[src/rtl/hazard_scoreboard.sv]
// RAW hazard scoreboard beside the ID stage: tracks in-flight destinations in a
// DEPTH-slot shift register and produces forward selects or an ID stall.
module hazard_scoreboard #(
    parameter int REG_W     = 4,
    parameter int DEPTH     = 3,
    parameter int FWD_EN    = 1,
    parameter int RF_BYPASS = 1,
    parameter int SEL_W     = 2,
    parameter int CNT_W     = 16
) (
    input  logic             clk,
    input  logic             rst,
    input  logic             hold,
    input  logic             flush,
    input  logic             id_valid,
    input  logic [REG_W-1:0] id_src1,
    input  logic             id_src1_used,
    input  logic [REG_W-1:0] id_src2,
    input  logic             id_src2_used,
    input  logic             id_wb_en,
    input  logic [REG_W-1:0] id_dest,
    input  logic             id_is_load,
    output logic             stall,
    output logic [SEL_W-1:0] fwd_sel1,
    output logic [SEL_W-1:0] fwd_sel2,
    output logic [CNT_W-1:0] stall_cnt
);

    // With a write-before-read regfile the oldest slot is already visible in ID.
    localparam int LAST = (RF_BYPASS != 0) ? DEPTH - 2 : DEPTH - 1;

    typedef struct packed {
        logic             v;
        logic             wb_en;
        logic [REG_W-1:0] dest;
        logic             is_load;
    } slot_t;

    slot_t [DEPTH-1:0] slots;
    slot_t             new_entry;
    logic [DEPTH-1:0]  hit1;
    logic [DEPTH-1:0]  hit2;
    logic              load_use;
    logic              issue;

    // Lowest hit index is the youngest producer; encoded as index+1 so 0 means regfile.
    function automatic logic [SEL_W-1:0] youngest(input logic [DEPTH-1:0] h);
        youngest = '0;
        for (int i = DEPTH - 1; i >= 0; i--) begin
            if (h[i]) youngest = SEL_W'(i + 1);
        end
    endfunction

    // NOTE: every always_comb output gets a default first so no path leaves it unassigned (no latch).
    always_comb begin
        hit1 = '0;
        hit2 = '0;
        for (int i = 0; i <= LAST; i++) begin
            hit1[i] = id_valid & id_src1_used & slots[i].v & slots[i].wb_en
                      & (slots[i].dest == id_src1);
            hit2[i] = id_valid & id_src2_used & slots[i].v & slots[i].wb_en
                      & (slots[i].dest == id_src2);
        end
    end

    always_comb begin
        load_use = slots[0].is_load & (hit1[0] | hit2[0]);
        stall    = 1'b0;
        fwd_sel1 = '0;
        fwd_sel2 = '0;
        if (FWD_EN != 0) begin
            stall    = load_use;
            fwd_sel1 = youngest(hit1);
            fwd_sel2 = youngest(hit2);
        end else begin
            stall = |{hit1, hit2};
        end
    end

    always_comb begin
        issue             = id_valid & ~stall & ~flush & ~hold;
        new_entry         = '0;
        new_entry.v       = 1'b1;
        new_entry.wb_en   = id_wb_en;
        new_entry.dest    = id_dest;
        new_entry.is_load = id_is_load;
    end

    // NOTE: sequential state uses non-blocking assignments so every slot shifts from its pre-edge value.
    always_ff @(posedge clk) begin
        if (rst) begin
            // NOTE: the slot array is tiny control state and must be cleared, unlike a datapath RAM.
            slots     <= '0;
            stall_cnt <= '0;
        end else if (!hold) begin
            for (int i = DEPTH - 1; i > 0; i--) begin
                slots[i] <= slots[i-1];
            end
            slots[0] <= issue ? new_entry : '0;
            if (stall && (stall_cnt != '1)) begin
                stall_cnt <= stall_cnt + CNT_W'(1);
            end
        end
    end

endmodule

[config.mk]
export PLATFORM = sky130hd
export DESIGN_NAME = hazard_scoreboard
export DESIGN_NICKNAME = d
export VERILOG_FILES = /design/src/rtl/hazard_scoreboard.sv
export SDC_FILE = /design/constraint.sdc
export NUM_CORES = 1
export LEC_CHECK = 0
export BUFFER_PORTS_ARGS = -buffer_cell sky130_fd_sc_hd__buf_2
export CELL_PAD_IN_SITES_DETAIL_PLACEMENT = 1
export CELL_PAD_IN_SITES_GLOBAL_PLACEMENT = 1
export CORE_MARGIN = 5
export CORE_UTILIZATION = 38
export DETAILED_ROUTE_END_ITERATION = 6
export HOLD_SLACK_MARGIN = 0.06
export PLACE_DENSITY = 0.78
export RECOVER_POWER = 25
export REMOVE_ABC_BUFFERS = 1
export SYNTH_ARGS = -nofsm -noshare
export SYNTH_HDL_FRONTEND = slang
export SYNTH_SLANG_ARGS = --single-unit
[constraint.sdc]
create_clock -name clk -period 2.61 [get_ports clk]
set_clock_uncertainty 0.05 [all_clocks]
set_input_delay 0.261 -clock clk [delete_from_list [all_inputs] [get_ports clk]]
set_output_delay 0.261 -clock clk [all_outputs]
set_load 0.05 [all_outputs]
==> results.md <==
| Parameter | Value |
| --- | --- |
| Initial cell density of the core | 0.397 |
| Area of the die | 0.00523 mm2 |
| First-pass GRT wire length | 7170 um |
| Number of remaining DRC errors | 0 |
| Root Buffer Master | sky130_fd_sc_hd__clkbuf_8 |
| Seq cells post-synth | 29 |
| Total of warnings raised by yosys | 0 |
| Initial antenna violation count | 0 |
| Total number of nets in the final design | 226 |
| Deepest level of the CTS H-tree | 2 |
| Sequential cell area in the final layout | 581 um2 |
| RSZ-0062 raised after global routing | false |
| Share of the core filled with cells | 0.485 |
| TritonCTS Sinks | 29 |
| Count of instances resized after the clock tree is built | 0 |
| Number of global-route vias before repair | 1483 |
| Area growth from synthesis to final layout | 21.9% |
| Maximum number of pins on one net before global-route repair | 27 |
| Worst Setup Start Kind | flop |
| Routed wirelength normalized by instance count | 16.8 um |
| Vias per inst | 5.61 |
| Share of post-route cells with drive strength above 1 | 0.240 |
| Placer congestion estimate | 0.765 |
| Clk buf depth | 2 |
| Grt met2 use | 0.306 |
| Highest fanout seen on the critical path | 19 |
| Remaining antenna violation count after routing | 0 |
| All-Layer GR Usage | 0.176 |
| Port buffer count | 41 |
| Overall routed net length | 4240 um |
| Global route hottest layer | met2 |
| Min Tclk post-route | 2.35 ns |
| Height of the chip | 72.3 um |
| Worst Max-Slew Pin Slew | 0.734 ns |
| Vias after detailed routing | 1413 |
| Maximum capacitance violations | 0 |
| Post-CTS Repair Setup Buffers | 0 |
| Area of the multi-input gates | 857 um2 |
| Clock buffers created by TritonCTS | 5 |
| Slew headroom | 0.511 |
| Highest clock frequency the design can meet | 426 MHz |
| Io pins | 42 |
| Slowest Stage Delay on Critical Path | 0.53 ns |
| Required @ worst endpoint | 2.77 ns |
| Leakage power figure | 0.712 nW |
| Die extent in x | 72.3 um |
| Num rows | 22 |
| Number of non-filler instances in the completed layout | 252 |
| Detailed Route Iter0 Violations | 43 |
| Final Max Tran Viols | 0 |
| Number of fill cells in the layout | 440 |
| Start-to-end type of the worst setup path | reg -> reg |
| # diodes | 0 |
| TritonCTS clock tree | built |
| M3 GR Usage | 0.0457 |
| M1 GR Usage | 0.199 |
| Inst Count DP | 245 |
| Worst min-delay path class | in -> reg |
| Post-Syn Area per Cell | 9.17 um2 |
| Critical-path top delay cell | sky130_fd_sc_hd__or4_1 |
| Core Footprint | 0.00372 mm2 |
| Series of cell instances along the critical path | ha_1 > and3_1 > a311oi_1 > o21ai_2 > or4_1 > a21oi_1 |
| Number of setup violations in the final report | 0 |
| Power density cells | 493 mW/mm2 |
| Share of synthesized area occupied by flip-flops and latches | 0.393 |
| Grt total ovfl | 0 |
| Worst supply voltage drop on vdd | 0.000357 V |
| Unique cell type count in the Yosys netlist | 35 |
| Synthesized instance count | 161 |
| Clk_lat worst skew | 0.28 ns |
| Worst EP arrival | 2.50 ns |
| Kind of end point of the critical path | flop |
| Outcome | finished clean |
| Total Power | 0.888 mW |
| Clock transition at path regs | 0.06 ns |
| Portion of the clock cycle consumed by the worst path in the final layout | 0.899 |
| Dpl hpwl | 3150 um |
| Detailed Routing Iterations Pass 1 | 4 |
| Cell area after synthesis | 0.00148 mm2 |
| Most common library cell in the layout ignoring fill and taps | sky130_fd_sc_hd__buf_2 |
| Hold-fix buffers at CTS | 0 |
| Final hold viol count | 0 |
| Commonest non-fill, non-tap cells in the layout | 35 x sky130_fd_sc_hd__buf_2, 29 x sky130_fd_sc_hd__dfxtp_1, 17 x sky130_fd_sc_hd__nor2_1 |
-- per-stage QoR --
stage                     setup TNS [ns]  hold WS (ns)  worst slack [ns]  area (um2)
after floorplan                  -0.0784         0.280           -0.0398        1460
after global placement                 0         0.430             0.534        1720
after detailed placement               0         0.434             0.374        1720
after CTS                              0         0.138             0.265        1810
after global routing                   0         0.137             0.158        1800
final                                  0         0.148             0.262        1800
-- critical path, delay by kind of cell, from the launching register on --
kind | cells | cell delay (ns)
AO/OA/AOI/OAI | 3 | 0.85
AND/OR/NAND/NOR | 2 | 0.72
flip-flops | 1 | 0.38
adder cells (fa/ha/maj) | 1 | 0.27
-- flip-flops by register name, summed over array words and instances (netlist names) --
| name | cells |
|---|---|
| slots | 13 |
| stall_cnt | 16 |
-- report_power, final --
group          leakage, nW  total, mW  internal, mW  switching [mW]
logic                0.434     0.0617        0.0277          0.0340
registers            0.234      0.452         0.447         0.00525
clock network       0.0443      0.374         0.209           0.165
total                0.712      0.888         0.683           0.204
-- synth_stat cells, drive strengths merged --
library cell	count	area, um2
clkbuf	4	15.0
a311oi	1	8.76
or4	8	60.1
o2111ai	1	26.3
or3	3	18.8
mux2	1	11.3
dfxtp	29	581
nor4	2	12.5
and3	2	12.5
nor3	3	37.5
o21a	1	7.51
a31oi	1	6.26
o21ai	5	28.8
nand4	6	43.8
a21o	1	7.51
o31ai	7	52.6
nor2b	2	12.5
buf	1	5.00
xor2	5	43.8
o2111a	1	11.3
and4	1	8.76
inv	5	18.8
nand3	9	45.0
or2	1	6.26
mux2i	7	70.1
o21ba	1	10.0
xnor2	13	114
a21oi	10	50.1
nand2	6	22.5
ha	1	12.5
a22o	6	52.6
nor2	17	63.8
-- per-layer routing --
| metal | vias up | share of wire |
|---|---|---|
| li1 | 680 | - |
| met1 | 697 | 0.42 |
| met2 | 29 | 0.52 |
| met3 | 7 | 0.040 |
| met4 | 0 | 0.017 |
| met5 | - | 0 |
-- worst paths after layout --
kind	endpoint	slack (ns)	cells after the start	start
max reg2reg	stall_cnt[11]	0.26	6	stall_cnt[0]
max	stall_cnt[11]	0.26	6	stall_cnt[0]
min reg2reg	stall_cnt[5]	0.47	2	stall_cnt[5]
min	slots[5]	0.15	2	id_wb_en
-- cell families (layout without fill, tap and decap cells) --
kind of cell	count (synthesis)	count (layout)	share of synthesized area
simple gates	60	60	0.233
compound gates	35	35	0.177
flops	29	29	0.393
xor+xnor	18	18	0.107
buf+inv	10	53	0.0263
mux	8	8	0.0551
fa+ha+maj	1	1	0.00847
-- cell type report --
class | instances | area share
clock buffers | 7 | 0.0479
inverters | 5 | 0.0104
multi-input cells | 122 | 0.476
flip-flops and latches | 29 | 0.322
well taps | 48 | 0.0334
repair buffers | 41 | 0.110
Power figures use the tool's default switching activity.
